<file path="src/rtl/mdu_controller.sv">
// mdu_controller: HI/LO multiply/divide sequencer for the EXE stage.
// Owns the architectural HI/LO registers, a 1-bit/cycle restoring divider
// and a latency-modelled multiplier. It holds the issuing instruction in EXE
// (stall) until HI/LO are committed, and a flush cancels any in-flight op.
//
// Ports:
//   clk, rst          clock, asynchronous active-low reset
//   op_valid, op      MDU instruction in EXE (000 MULT, 001 MULTU, 010 DIV,
//                     011 DIVU, 100 MTHI, 101 MTLO, 11x none)
//   src_a, src_b      forwarded rs / rt values
//   flush             cancel in-flight op, suppress any HI/LO write
//   stall             hold IF/ID/EXE this cycle
//   busy              sequencer is not idle
//   hi, lo            architectural HI / LO
module mdu_controller #(
  parameter int MUL_LAT   = 2,
  parameter int DIV_STEPS = 32
) (
  input  logic        clk,
  input  logic        rst,
  input  logic        op_valid,
  input  logic [2:0]  op,
  input  logic [31:0] src_a,
  input  logic [31:0] src_b,
  input  logic        flush,
  output logic        stall,
  output logic        busy,
  output logic [31:0] hi,
  output logic [31:0] lo
);

  typedef enum logic [2:0] {S_IDLE, S_MUL, S_DIV, S_FIX, S_DONE} state_t;

  localparam int CMAX = (MUL_LAT > DIV_STEPS) ? MUL_LAT : DIV_STEPS;
  localparam int CW   = $clog2(CMAX + 1);

  state_t         state_q, state_d;
  logic [CW-1:0]  cnt_q;
  logic [31:0]    opa_q, opb_q;   // multiplier operands; opb_q is the divisor magnitude for divides
  logic [31:0]    rem_q, quo_q;   // quo_q starts as the dividend and shifts into the quotient
  logic           mul_signed_q;
  logic           qneg_q, rneg_q; // post-divide sign corrections

  logic accept, mt_hi, mt_lo, op_is_div, op_sdiv;
  logic [31:0] a_mag, b_mag;

  assign op_is_div = op[1];
  assign op_sdiv   = (op == 3'b010);
  assign accept    = (state_q == S_IDLE) && op_valid && !op[2] && !flush;
  assign mt_hi     = (state_q == S_IDLE) && op_valid && (op == 3'b100) && !flush;
  assign mt_lo     = (state_q == S_IDLE) && op_valid && (op == 3'b101) && !flush;

  // Signed divide runs on magnitudes; -0x80000000 wraps to itself, which is
  // the correct unsigned magnitude.
  assign a_mag = (op_sdiv && src_a[31]) ? -src_a : src_a;
  assign b_mag = (op_sdiv && src_b[31]) ? -src_b : src_b;

  // Restoring step: shift the next dividend bit into the partial remainder and
  // subtract when it fits. A zero divisor naturally yields q=all-ones, r=|a|,
  // which after sign correction gives the defined divide-by-zero results.
  logic [32:0] rem_sh, rem_nx;
  logic        fits;
  assign rem_sh = {rem_q, quo_q[31]};
  assign fits   = (rem_sh >= {1'b0, opb_q});
  assign rem_nx = fits ? (rem_sh - {1'b0, opb_q}) : rem_sh;

  logic [63:0] mul_a, mul_b, prod;
  assign mul_a = {{32{mul_signed_q & opa_q[31]}}, opa_q};
  assign mul_b = {{32{mul_signed_q & opb_q[31]}}, opb_q};
  assign prod  = mul_a * mul_b;

  logic [31:0] quo_fix, rem_fix;
  assign quo_fix = qneg_q ? -quo_q : quo_q;
  assign rem_fix = rneg_q ? -rem_q : rem_q;

  assign busy = (state_q != S_IDLE);

  always_ff @(posedge clk or negedge rst) begin
    if (!rst) state_q <= S_IDLE;
    else      state_q <= state_d;
  end

  always_comb begin
    state_d = state_q;
    stall   = 1'b0;
    case (state_q)
      S_IDLE: if (accept) begin
        stall   = 1'b1;
        state_d = op_is_div ? S_DIV : S_MUL;
      end
      S_MUL: begin
        stall = 1'b1;
        if (cnt_q == CW'(MUL_LAT - 1)) state_d = S_DONE;
      end
      S_DIV: begin
        stall = 1'b1;
        if (cnt_q == CW'(DIV_STEPS - 1)) state_d = S_FIX;
      end
      S_FIX: begin
        stall   = 1'b1;
        state_d = S_DONE;
      end
      S_DONE:  state_d = S_IDLE;  // op_valid still belongs to the finished instruction
      default: state_d = S_IDLE;
    endcase
    if (flush) begin
      stall   = 1'b0;
      state_d = S_IDLE;
    end
    // stall must read 0 while reset is held, even if EXE presents an MDU op.
    if (!rst) stall = 1'b0;
  end

  always_ff @(posedge clk or negedge rst) begin
    if (!rst) begin
      cnt_q        <= '0;
      opa_q        <= '0;
      opb_q        <= '0;
      rem_q        <= '0;
      quo_q        <= '0;
      mul_signed_q <= 1'b0;
      qneg_q       <= 1'b0;
      rneg_q       <= 1'b0;
      hi           <= '0;
      lo           <= '0;
    end else begin
      if (accept) begin
        cnt_q        <= '0;
        opa_q        <= src_a;
        opb_q        <= op_is_div ? b_mag : src_b;
        quo_q        <= a_mag;
        rem_q        <= '0;
        mul_signed_q <= !op[0];
        qneg_q       <= op_sdiv && (src_a[31] ^ src_b[31]);
        rneg_q       <= op_sdiv && src_a[31];
      end
      if (mt_hi) hi <= src_a;
      if (mt_lo) lo <= src_a;
      if (!flush) begin
        case (state_q)
          S_MUL: begin
            cnt_q <= cnt_q + 1'b1;
            if (cnt_q == CW'(MUL_LAT - 1)) {hi, lo} <= prod;
          end
          S_DIV: begin
            cnt_q <= cnt_q + 1'b1;
            rem_q <= rem_nx[31:0];
            quo_q <= {quo_q[30:0], fits};
          end
          S_FIX: begin
            lo <= quo_fix;
            hi <= rem_fix;
          end
          default: ;
        endcase
      end
    end
  end

endmodule

</file>
<file path="config.mk">
export PLATFORM = sky130hd
export DESIGN_NAME = mdu_controller
export DESIGN_NICKNAME = d
export VERILOG_FILES = /design/src/rtl/mdu_controller.sv
export SDC_FILE = /design/constraint.sdc
export NUM_CORES = 2
export LEC_CHECK = 0
export BUFFER_PORTS_ARGS = -buffer_cell sky130_fd_sc_hd__buf_4
export CAP_MARGIN = 10
export CORE_MARGIN = 8
export CORE_UTILIZATION = 54
export CTS_CLUSTER_SIZE = 30
export DETAILED_ROUTE_END_ITERATION = 8
export GPL_TIMING_DRIVEN = 0
export PLACE_DENSITY = 0.77
export SLEW_MARGIN = 20
export SYNTH_ARGS = -nofsm -noshare
export SYNTH_HDL_FRONTEND = slang
export SYNTH_SLANG_ARGS = --single-unit
</file>
<file path="constraint.sdc">
create_clock -name clk -period 15.9 [get_ports clk]
set_input_delay 4.77 -clock clk [delete_from_list [all_inputs] [get_ports clk]]
set_output_delay 4.77 -clock clk [all_outputs]
set_load 0.005 [all_outputs]
</file>
==> metrics.csv <==
stage;metric;value;unit
place;port_buffers;131;
clocking;cts.reportedPaths.clkPinSlew;60;ps
sta;final.setup_skew;33.5;ps
worst_setup_path;r2r_setup_slack;4900;ps
logic_synthesis;netlist_instances;5921;
global_routing;track_usage;40.1;%
logic_synthesis;synth_fp_nets;7368;
floorplan;die_w;327;um
logic_synthesis;syn_area;0.0521;sq mm
layout;syn_to_final_growth;7.01;%
worst_setup_path;required;16340;ps
clocking;root_buffer;clkbuf_16;
floorplan;fp.dieArea;0.107;sq mm
clocking;cts_tree;done;
sta;fin_setup_tns;0;ps
flow_run;cap_violations;0;
global_routing;antenna_found_initial;23;
worst_setup_path;reg2reg_from;mul_signed_q;
worst_setup_path;critPathKind;flip-flop to flip-flop;
detailed_routing;ant_nets;0;
worst_setup_path;crit_path_start_kind;flip-flop;
sta;fin_ws;4900;ps
detailed_routing;drc;0;
detailed_routing;met2WireLength;88.9;mm
global_routing;grt_max_degree;81;
detailed_routing;drt-total-wl;215;mm
clocking;cts_resized;0;
sta;hold_slack;510;ps
sta;layout_min_cycle_time;11000;ps
detailed_routing;wire_per_inst;29.1;um
worst_setup_path;worst-path-max-fanout;10;
logic_synthesis;synth-seq-cells;204;
worst_setup_path;path_common_cell;fa_1;
worst_setup_path;crit_path_max_incr_delay;1000;ps
worst_setup_path;crit_arrival;11440;ps
clocking;clock-sinks;204;
worst_setup_path;endpoint_kind;flip-flop;
detailed_routing;first_iter_violations;6071;
logic_synthesis;ys_warn_count;0;
clocking;ctsHoldBuffers;0;
floorplan;initial_utilization;54.2;%
sta;finalCritPeriodShare;69.2;%
worst_setup_path;cp_slowest_cell;fa_1;
floorplan;rows;114;
floorplan;core;0.0961;sq mm
sta;rsz0062_at_grt;no;
hold_path;hold_class;flip-flop to flip-flop;
sta;worstMarginPinSlew;1330;ps
clocking;cts_setup_buffers;0;
place;place_hpwl;177;mm
sta;max_freq;0.0909;GHz
floorplan;io-pin-count;137;
detailed_routing;viasPerCell;6.15;
layout;fin_nets;7532;
detailed_routing;routed-wl-met3;31.6;mm
sta;final-hold-violation-count;0;
layout;drive_gt1_share;4.16;%
global_routing;grt_pass1_wl;312;mm
global_routing;grt_pass1_vias;46300;
clocking;h-tree-depth;1;
detailed_routing;top_layer_used;met5;
sta;max_slew_margin;11.6;%
detailed_routing;first_pass_iters;7;
logic_synthesis;syn_avg_cell_area;8.80;sq um
layout;layout_commonest_cell;inv_1;
detailed_routing;routed-via-count;45500;
worst_setup_path;r2r_end;hi[25];
sta;setup_viol;0;
logic_synthesis;ys_types;84;
detailed_routing;met1_length;74.7;mm
logic_synthesis;yosysSeqAreaShare;9.79;%
worst_setup_path;reg2regPathDepth;28;
clocking;cts_buffers;26;
worst_setup_path;critPathCapture;hi[25];
sta;maxSlewViolCount;0;
place;gp_congestion;1.07;
logic_synthesis;synth_edf_count;0;
layout;final_cell_mix;inv_1 (1198), fa_1 (1125), nand2_1 (992);
global_routing;gr-total-overflow;0;
clocking;clockBufferDepth;3;
layout;final_util;58.0;%
status;outcome;finished, final reports clean;
floorplan;die_h;327;um
place;dpl_worst_slack;4980;ps
worst_setup_path;critPathLaunch;mul_signed_q;
logic_synthesis;synthFlopType;dfrtp_1;
logic_synthesis;synth_async_sr_flop_share;100;%
clocking;clk_latency;600;ps
==> flip-flops by register name, indices dropped and copies added (netlist names) <==
signal / cells
state_q: 3
lo: 32
hi: 32
qneg_q: 1
quo_q: 32
mul_signed_q: 1
opa_q: 32
cnt_q: 6
rem_q: 32
opb_q: 32
rneg_q: 1
==> cells by family (layout without fill, tap and decap cells) <==
group           after synthesis  in the layout  share of synthesized area [%]
xor+xnor                    202            202                           3.47
compound gates              698            698                           8.53
fa+ha+maj                  1376           1376                           49.2
buf+inv                    1530           1709                           11.1
simple gates               1822           1822                           16.2
other cells                   0             15                              0
mux                          89             89                           1.72
flops                       204            204                           9.79
==> per-layer routing <==
metal	global-route usage (%)	vias up
li1	-	18400
met1	50.4	22600
met2	57.2	3508
met3	14.9	943
met4	27.6	8
met5	0	-
==> stage by stage <==
step / std cells / cell area [sq um]
final: 7391 / 55800
after global routing: 7380 / 55800
after CTS: 7375 / 55700
after detailed placement: 7332 / 54800
after global placement: 7328 / 54700
after floorplan: 5921 / 52100
==> worst min-delay path by stage <==
stage,startpoint,to,cells past startpoint
floorplan,cnt_q[5],cnt_q[5],1
global placement,cnt_q[5],cnt_q[5],1
detailed placement,cnt_q[4],cnt_q[4],1
CTS,cnt_q[5],cnt_q[5],1
global route,cnt_q[5],cnt_q[5],1
finish,cnt_q[5],cnt_q[5],1
==> Yosys cell counts (7+ instances only) <==
cell type  instances  area (sq um)
buf_2              8          40.0
inv_1           1198          4500
nand3_1           64           320
xnor2_1          116          1020
o41ai_1           17           149
a21o_1            25           188
o21ai_1            7          35.0
fa_1            1126         22500
nand2_1          992          3720
a31oi_1           14          87.6
or3_1             25           156
mux2i_1           86           861
nor4_1            17           106
o221ai_1          20           175
nor3_1            44           220
nor2_1           183           687
clkbuf_1         315          1180
o21bai_1          18           135
o31ai_1           31           233
a22oi_1           15           113
or2_2             13          81.3
o22ai_1           32           200
nand2b_1          14          87.6
a21oi_1          179           896
dfrtp_1          204          5100
o21a_1             9          67.6
ha_1             250          3130
nor2b_1           12          75.1
and2_1           354          2210
o211ai_1          30           225
o21ai_0          201          1010
a221oi_1          13           114
nand4_1           18           113
or4_1              9          67.6
xor2_1            83           727
a211oi_1          20           150
and3_1            40           250
==> worst max-delay path, delay by kind of cell, from the launching register on <==
family / cells / cell delay, ps
simple gates: 5 / 1730
fa+ha+maj: 9 / 4840
buf+inv: 9 / 2570
xor+xnor: 1 / 350
compound gates: 4 / 900
flops: 1 / 420
==> area by class of cell <==
cell class | instances | area [sq um]
timing repair buffer | 136 | 1100
antenna | 15 | 37.5
multi-input combinational | 4187 | 41300
tap | 1276 | 1600
buffer | 332 | 1280
sequential | 204 | 5100
fill | 8693 | 40400
inverter | 1198 | 4500
clock buffer | 31 | 719
clock inverter | 12 | 170
Power is not shown: default switching activity piles up to over one toggle a cycle in this logic, so the estimate is an artifact.
